[src/rtl/pc_sequencer.sv]
// -----------------------------------------------------------------------------
// pc_sequencer
//
// Registered program counter for the fetch stage with integrated next-PC
// selection (sequential, beq/bne, j/jal, jr/jalr, exception entry and eret),
// an exception-PC register and a small circular return-address stack (RAS)
// that predicts jr $ra targets.
//
// Ports
//   clk        in   1       clock, rising edge
//   rst        in   1       synchronous reset, active-high
//   stall      in   1       hold PC, EPC and RAS (exceptions and eret still act)
//   imm16      in   16      signed branch offset in words
//   target26   in   26      jump target field
//   rs_data    in   ADDR_W  jr/jalr target register value
//   branch     in   1       conditional branch instruction
//   br_ne      in   1       1 = bne, 0 = beq
//   zero       in   1       ALU zero flag
//   jump       in   1       j/jal
//   jr         in   1       jr/jalr
//   rs_is_ra   in   1       jr source is $31 (RAS pop)
//   link       in   1       jal/jalr (RAS push of pc+4)
//   exc        in   1       external exception request
//   eret       in   1       return from exception
//   pc         out  ADDR_W  current PC (registered)
//   pc_plus4   out  ADDR_W  pc + 4 (combinational)
//   epc        out  ADDR_W  saved exception PC (registered)
//   exc_cause  out  2       00 none, 01 external, 10 jr misaligned (registered)
//   ras_top    out  ADDR_W  RAS top entry, 0 when empty
//   ras_empty  out  1       RAS holds no entries
//   ras_hit    out  1       last accepted pop matched rs_data (registered)
// -----------------------------------------------------------------------------
module pc_sequencer #(
    parameter int                ADDR_W    = 32,
    parameter logic [ADDR_W-1:0] RESET_VEC = ADDR_W'(32'h0000_3000),
    parameter logic [ADDR_W-1:0] EXC_VEC   = ADDR_W'(32'h0000_4180),
    parameter int                RAS_DEPTH = 4
) (
    input  logic              clk,
    input  logic              rst,
    input  logic              stall,
    input  logic [15:0]       imm16,
    input  logic [25:0]       target26,
    input  logic [ADDR_W-1:0] rs_data,
    input  logic              branch,
    input  logic              br_ne,
    input  logic              zero,
    input  logic              jump,
    input  logic              jr,
    input  logic              rs_is_ra,
    input  logic              link,
    input  logic              exc,
    input  logic              eret,
    output logic [ADDR_W-1:0] pc,
    output logic [ADDR_W-1:0] pc_plus4,
    output logic [ADDR_W-1:0] epc,
    output logic [1:0]        exc_cause,
    output logic [ADDR_W-1:0] ras_top,
    output logic              ras_empty,
    output logic              ras_hit
);

    localparam int PTR_W = (RAS_DEPTH > 1) ? $clog2(RAS_DEPTH) : 1;
    localparam int CNT_W = $clog2(RAS_DEPTH + 1);

    localparam logic [1:0] CAUSE_NONE = 2'b00;
    localparam logic [1:0] CAUSE_EXT  = 2'b01;
    localparam logic [1:0] CAUSE_JRMA = 2'b10;

    typedef enum logic [2:0] {
        SEL_SEQ,
        SEL_BR,
        SEL_JMP,
        SEL_JR,
        SEL_ERET,
        SEL_EXC,
        SEL_HOLD
    } pc_sel_e;

    // Architectural state
    logic [ADDR_W-1:0] pc_r;
    logic [ADDR_W-1:0] epc_r;
    logic [1:0]        cause_r;
    logic              hit_r;
    logic [PTR_W-1:0]  ptr_r;
    logic [CNT_W-1:0]  cnt_r;
    logic [ADDR_W-1:0] mem_r [RAS_DEPTH];

    // Next-state / decode
    pc_sel_e           sel_s;
    logic [ADDR_W-1:0] pc_plus4_s;
    logic [ADDR_W-1:0] br_off_s;
    logic [ADDR_W-1:0] br_tgt_s;
    logic [ADDR_W-1:0] jmp_tgt_s;
    logic [ADDR_W-1:0] hi_mask_s;
    logic [ADDR_W-1:0] pc_nxt_s;
    logic [ADDR_W-1:0] epc_nxt_s;
    logic [1:0]        cause_nxt_s;
    logic              misalign_s;
    logic              exc_take_s;
    logic              br_taken_s;
    logic              pop_req_s;
    logic              empty_s;
    logic              full_s;
    logic [ADDR_W-1:0] top_s;
    logic [PTR_W-1:0]  ptr_nxt_s;
    logic [CNT_W-1:0]  cnt_nxt_s;
    logic              hit_nxt_s;
    logic              wr_en_s;
    logic [PTR_W-1:0]  wr_idx_s;

    // Target arithmetic; all sums wrap modulo 2^ADDR_W
    assign pc_plus4_s = pc_r + ADDR_W'(32'd4);
    assign br_off_s   = {{(ADDR_W-18){imm16[15]}}, imm16, 2'b00};
    assign br_tgt_s   = pc_plus4_s + br_off_s;
    // Jump keeps the region bits above bit 27 of pc+4 (none when ADDR_W is 28)
    assign hi_mask_s  = {ADDR_W{1'b1}} << 28;
    assign jmp_tgt_s  = (pc_plus4_s & hi_mask_s) | ADDR_W'({target26, 2'b00});

    assign misalign_s = jr & (rs_data[1:0] != 2'b00);
    assign exc_take_s = exc | misalign_s;
    assign br_taken_s = branch & (br_ne ? ~zero : zero);
    assign pop_req_s  = jr & rs_is_ra;

    assign empty_s    = (cnt_r == CNT_W'(0));
    assign full_s     = (cnt_r == CNT_W'(RAS_DEPTH));
    assign top_s      = empty_s ? {ADDR_W{1'b0}} : mem_r[ptr_r];

    // Next-PC source selection in priority order; exception and eret override stall
    always_comb begin
        sel_s = SEL_SEQ;
        if (exc_take_s) begin
            sel_s = SEL_EXC;
        end else if (eret) begin
            sel_s = SEL_ERET;
        end else if (stall) begin
            sel_s = SEL_HOLD;
        end else if (jr) begin
            sel_s = SEL_JR;
        end else if (jump) begin
            sel_s = SEL_JMP;
        end else if (br_taken_s) begin
            sel_s = SEL_BR;
        end else begin
            sel_s = SEL_SEQ;
        end
    end

    // PC / EPC / cause next values from the selected source
    always_comb begin
        pc_nxt_s    = pc_plus4_s;
        epc_nxt_s   = epc_r;
        cause_nxt_s = cause_r;
        case (sel_s)
            SEL_EXC: begin
                pc_nxt_s    = EXC_VEC;
                epc_nxt_s   = pc_r;
                cause_nxt_s = exc ? CAUSE_EXT : CAUSE_JRMA;
            end
            SEL_ERET: begin
                pc_nxt_s    = epc_r;
                cause_nxt_s = CAUSE_NONE;
            end
            SEL_HOLD: pc_nxt_s = pc_r;
            SEL_JR:   pc_nxt_s = rs_data;
            SEL_JMP:  pc_nxt_s = jmp_tgt_s;
            SEL_BR:   pc_nxt_s = br_tgt_s;
            SEL_SEQ:  pc_nxt_s = pc_plus4_s;
            default:  pc_nxt_s = pc_plus4_s;
        endcase
    end

    // RAS next state: pointer always addresses the top entry, count saturates
    always_comb begin
        ptr_nxt_s = ptr_r;
        cnt_nxt_s = cnt_r;
        hit_nxt_s = hit_r;
        wr_en_s   = 1'b0;
        wr_idx_s  = ptr_r;
        if ((sel_s == SEL_EXC) || (sel_s == SEL_ERET)) begin
            hit_nxt_s = 1'b0;
        end else if (sel_s == SEL_HOLD) begin
            hit_nxt_s = hit_r;
        end else begin
            case ({link, pop_req_s})
                2'b10: begin
                    // Push; when full the slot after the top is the oldest entry
                    ptr_nxt_s = ptr_r + PTR_W'(1);
                    wr_en_s   = 1'b1;
                    wr_idx_s  = ptr_r + PTR_W'(1);
                    cnt_nxt_s = full_s ? cnt_r : (cnt_r + CNT_W'(1));
                end
                2'b01: begin
                    if (!empty_s) begin
                        ptr_nxt_s = ptr_r - PTR_W'(1);
                        cnt_nxt_s = cnt_r - CNT_W'(1);
                        hit_nxt_s = (top_s == rs_data);
                    end else begin
                        hit_nxt_s = 1'b0;
                    end
                end
                2'b11: begin
                    if (!empty_s) begin
                        // jalr $ra: replace top in place, compare against old top
                        wr_en_s   = 1'b1;
                        wr_idx_s  = ptr_r;
                        hit_nxt_s = (top_s == rs_data);
                    end else begin
                        // Nothing to pop, so the link behaves as a plain push
                        ptr_nxt_s = ptr_r + PTR_W'(1);
                        wr_en_s   = 1'b1;
                        wr_idx_s  = ptr_r + PTR_W'(1);
                        cnt_nxt_s = cnt_r + CNT_W'(1);
                        hit_nxt_s = 1'b0;
                    end
                end
                default: begin
                    hit_nxt_s = hit_r;
                end
            endcase
        end
    end

    // Control and PC state registers
    always_ff @(posedge clk) begin
        if (rst) begin
            pc_r    <= RESET_VEC;
            epc_r   <= {ADDR_W{1'b0}};
            cause_r <= CAUSE_NONE;
            hit_r   <= 1'b0;
            ptr_r   <= {PTR_W{1'b0}};
            cnt_r   <= {CNT_W{1'b0}};
        end else begin
            pc_r    <= pc_nxt_s;
            epc_r   <= epc_nxt_s;
            cause_r <= cause_nxt_s;
            hit_r   <= hit_nxt_s;
            ptr_r   <= ptr_nxt_s;
            cnt_r   <= cnt_nxt_s;
        end
    end

    // RAS entry storage
    always_ff @(posedge clk) begin
        if (rst) begin
            for (int i = 0; i < RAS_DEPTH; i++) begin
                mem_r[i] <= {ADDR_W{1'b0}};
            end
        end else if (wr_en_s) begin
            mem_r[wr_idx_s] <= pc_plus4_s;
        end else begin
            mem_r[wr_idx_s] <= mem_r[wr_idx_s];
        end
    end

    assign pc        = pc_r;
    assign pc_plus4  = pc_plus4_s;
    assign epc       = epc_r;
    assign exc_cause = cause_r;
    assign ras_top   = top_s;
    assign ras_empty = empty_s;
    assign ras_hit   = hit_r;

endmodule
[config.mk]
export PLATFORM = sky130hd
export DESIGN_NAME = pc_sequencer
export DESIGN_NICKNAME = d
export VERILOG_FILES = /design/src/rtl/pc_sequencer.sv
export SDC_FILE = /design/constraint.sdc
export NUM_CORES = 1
export LEC_CHECK = 0
export ABC_CLOCK_PERIOD_IN_PS = 4700
export CORE_UTILIZATION = 53
export DETAILED_ROUTE_END_ITERATION = 6
export GPL_TIMING_DRIVEN = 0
export PLACE_DENSITY_LB_ADDON = 0.05
export SYNTH_ARGS = -nofsm -noshare
export SYNTH_HDL_FRONTEND = slang
export SYNTH_SLANG_ARGS = --single-unit
[constraint.sdc]
create_clock -name clk -period 4.7 [get_ports clk]
set_input_delay 0.705 -clock clk [delete_from_list [all_inputs] [get_ports clk]]
set_output_delay 0.705 -clock clk [all_outputs]
set_load 0.02 [all_outputs]
==> results.ini <==
[status]
outcome=finished, violations left
violations=DRC

[power_and_ir_drop]
vdd_drop_max_mv=0.301
leakagePower_nw=5.83
power_density_mw_per_mm2=279

[placed_design]
hpwl_um=36900
place_area_sq_mm=0.0149
routabilityCongestion=0.996
dp_cells=1854
io_buffers=214

[cells_and_area]
fin_nets=1719
syn2layout_area_growth_pct=27.0
final_cells=1895
diodes=0
fin_area_sq_mm=0.0157
drive_above_1_share_pct=7.95

[synth]
avgSynthCellArea_sq_um=9.11
synth_warnings=0
ys_ff_latch=202
yosys.area.top_type=edfxtp_1
synth_top_area_share_pct=31.1
synth_fp_nets=1478
yosysUniqueCellTypes=78
synthTopCellsByArea=edfxtp_1 (31%), dfxtp_1 (12%), nor2_1 (5.9%)
synthFlopType=edfxtp_1
async_flop_share_pct=0
syn_inst=1354
synth_edf_count=128
synth-seq-area-share_pct=43.2
syn-cell-area_sq_mm=0.0123

[sta]
final-hold-violation-count=0
fin_crit_ps=4510
slew_violations=0
relSlewSlack_pct=32.1
holdWs_ps=476
setup_viol=0
worst_pin_slew_ps=1020
timing.fmax_mhz=222
fin_skew_ps=11.2
post-route-period-util_pct=95.9

[clocking]
cts.path.max_buffers=3
numCtsBuffers=22
clk_pin_slew_ps=60
cts_sinks=202
cts-root-buf=clkbuf_16
insertion_delay_ps=520
cts_tree=yes
h-tree-depth=1

[global_routing]
grt_max_degree=33
grt.busiest_layer=met2
grt_use_met1_pct=52.8
first_global_vias=11426
track_usage_pct=39.7
use_met2_pct=62.7
overflow=0
antenna_found_initial=0
grt_pass1_wl_um=70100
met3_usage_pct=6.16

[floorplan]
initial_core_util_pct=54.3
ioPinCount=218
die_w_um=155
rows=55
dieArea_sq_mm=0.0239
core_sq_mm=0.0227
dieHeight_um=155

[worst_hold_path]
worstHoldStart=epc[28]
min_to=epc[28]
hold_path_class=reg -> reg
hold_depth=2

[worst_setup_path]
worst_ep_required_time_ps=4710
r2r_slack_ps=200
worstPathCellList=clkdlybuf4s50_1, clkbuf_1, nand3_1, and3b_1, o21ai_1, clkbuf_1, nand2_2
cp_slowest_cell=nand2_2
cpPeakStageDelay_ps=700
arrival_ps=4520
critPathMaxFanout=32
criticalPathCategory=in -> reg
worst-path-buf-inv=3
critical_path.startpoint=jr
r2r_end=pc[19]
cp-start-kind=primary input
crit_path_end_kind=register
reg2reg_depth=14
r2r_start=pc[3]
crit_family=buffers and inverters
critPathMostFrequentCell=clkbuf_1

[detailed_routing]
drt_iter0_drc=1723
wl_per_cell_um=25.3
drtAntennaViolNets=0
drc_errors=14
num_vias=12124
finalWirelength_um=48000
dr.pass1.iters=7
viasPerCell=6.40

[job]
maxCapViolCount=0

==> report_power, final <==
group	switching, mW	internal, mW	leakage [nW]	total, mW
sequential	0.0448	1.94	1.93	1.99
combinational	0.454	0.285	3.58	0.739
clock	0.743	0.907	0.319	1.65
==> worst min-delay path: stages, from the launching register on <==
cell	delay (ps)
dfxtp_1	320
nand2_1	60
a21oi_1	50
==> routing by layer <==
layer | routed length, um | vias up
met5 | 0 | -
met4 | 2750 | 0
met3 | 5760 | 176
met2 | 21200 | 880
met1 | 18200 | 5691
li1 | - | 5377
==> sequential cells by signal (all words and copies together), names as in the netlist, named ones only <==
signal,count
cnt_r,3
mem_r,128
epc,32
exc_cause,2
pc,32
ptr_r,2
ras_hit,1
==> layout by cell type (no fill, tap or decap), types with 23 or more instances in the layout <==
master           netlist  routed
clkdlybuf4s50_1        0     214
nor2_1               193     192
nand2_1              159     156
edfxtp_1             128     128
a21oi_1              114     114
dfxtp_1               74      74
inv_1                 71      71
o21ai_0               52      51
clkbuf_1              43      44
nand3_1               37      37
ha_1                  36      36
mux2i_1               34      34
xnor2_1               34      33
a22oi_1               28      27
clkbuf_16              0      23
==> repair_timing <==
| action | 4_1_cts | 5_1_grt |
|---|---|---|
| hold endpoints to repair | 0 | 0 |
| pin swaps | 0 | 2 |
| resized for setup | 2 | 14 |
| hold buffers | 0 | 0 |
| endpoints found under the setup margin | 2 | 12 |
| setup buffers | 0 | 2 |
==> cell type report <==
type / instances / area [sq um]
clock buffers: 25 / 593
fillers: 1789 / 7040
flip-flops and latches: 202 / 5330
clock inverters: 14 / 81.3
well taps: 285 / 357
repair buffers: 217 / 2180
inverters: 73 / 274
plain buffers: 81 / 449
multi-input cells: 998 / 6410
==> worst max-delay path by stage <==
stage | end | depth (start not counted)
2_1_floorplan | mem_r[3][0] | 4
3_3_place_gp | mem_r[3][27] | 5
3_5_place_dp | pc[24] | 17
4_1_cts | pc[31] | 15
5_1_grt | pc[19] | 14
6_report | mem_r[2][2] | 7
==> cells by family (layout without fill, tap and decap cells) <==
logic type	Yosys count	after routing	share of synthesized area [%]
simple gates	515	515	19.0
buf+inv	154	410	5.84
flops	202	202	43.2
xor+xnor	56	56	3.97
mux	56	56	6.07
fa+ha+maj	38	38	3.97
compound gates	333	333	17.9
==> synthesized netlist by cell type (all sizes together) (3+ instances only) <==
cell type / n
inv: 73
nand3: 37
or3: 7
o31ai: 3
nor2: 193
o221ai: 4
o21bai: 5
nor4: 4
a221oi: 15
a221o: 3
xor2: 22
o22ai: 5
a31oi: 11
a211oi: 14
o21ai: 53
nor3: 17
o211ai: 16
nand2: 160
and3: 21
mux2i: 34
nand3b: 8
nor2b: 17
ha: 36
clkbuf: 43
o21a: 7
xnor2: 34
a22oi: 28
buf: 38
a222oi: 7
edfxtp: 128
or2: 5
nor3b: 5
a2111oi: 14
mux2: 9
o2111ai: 5
dfxtp: 74
a21oi: 115
nand4: 11
and2: 16
nand2b: 5
and4: 6
mux4: 13
a21o: 9
==> stage by stage <==
step | power, mW | utilization [%] | setup TNS (ps) | setup WS (ps)
5_1_grt | 4.47 | 69.0 | -73.7 | -73.7
4_1_cts | 4.33 | 68.5 | 0 | 76.0
2_1_floorplan | 2.40 | - | 0 | 495
6_report | 4.38 | 69.0 | 0 | 194
3_3_place_gp | 2.73 | 65.3 | -100470 | -2110
3_5_place_dp | 2.73 | 65.5 | -3370 | -142
No activity file was read; power rests on OpenSTA's default activity.
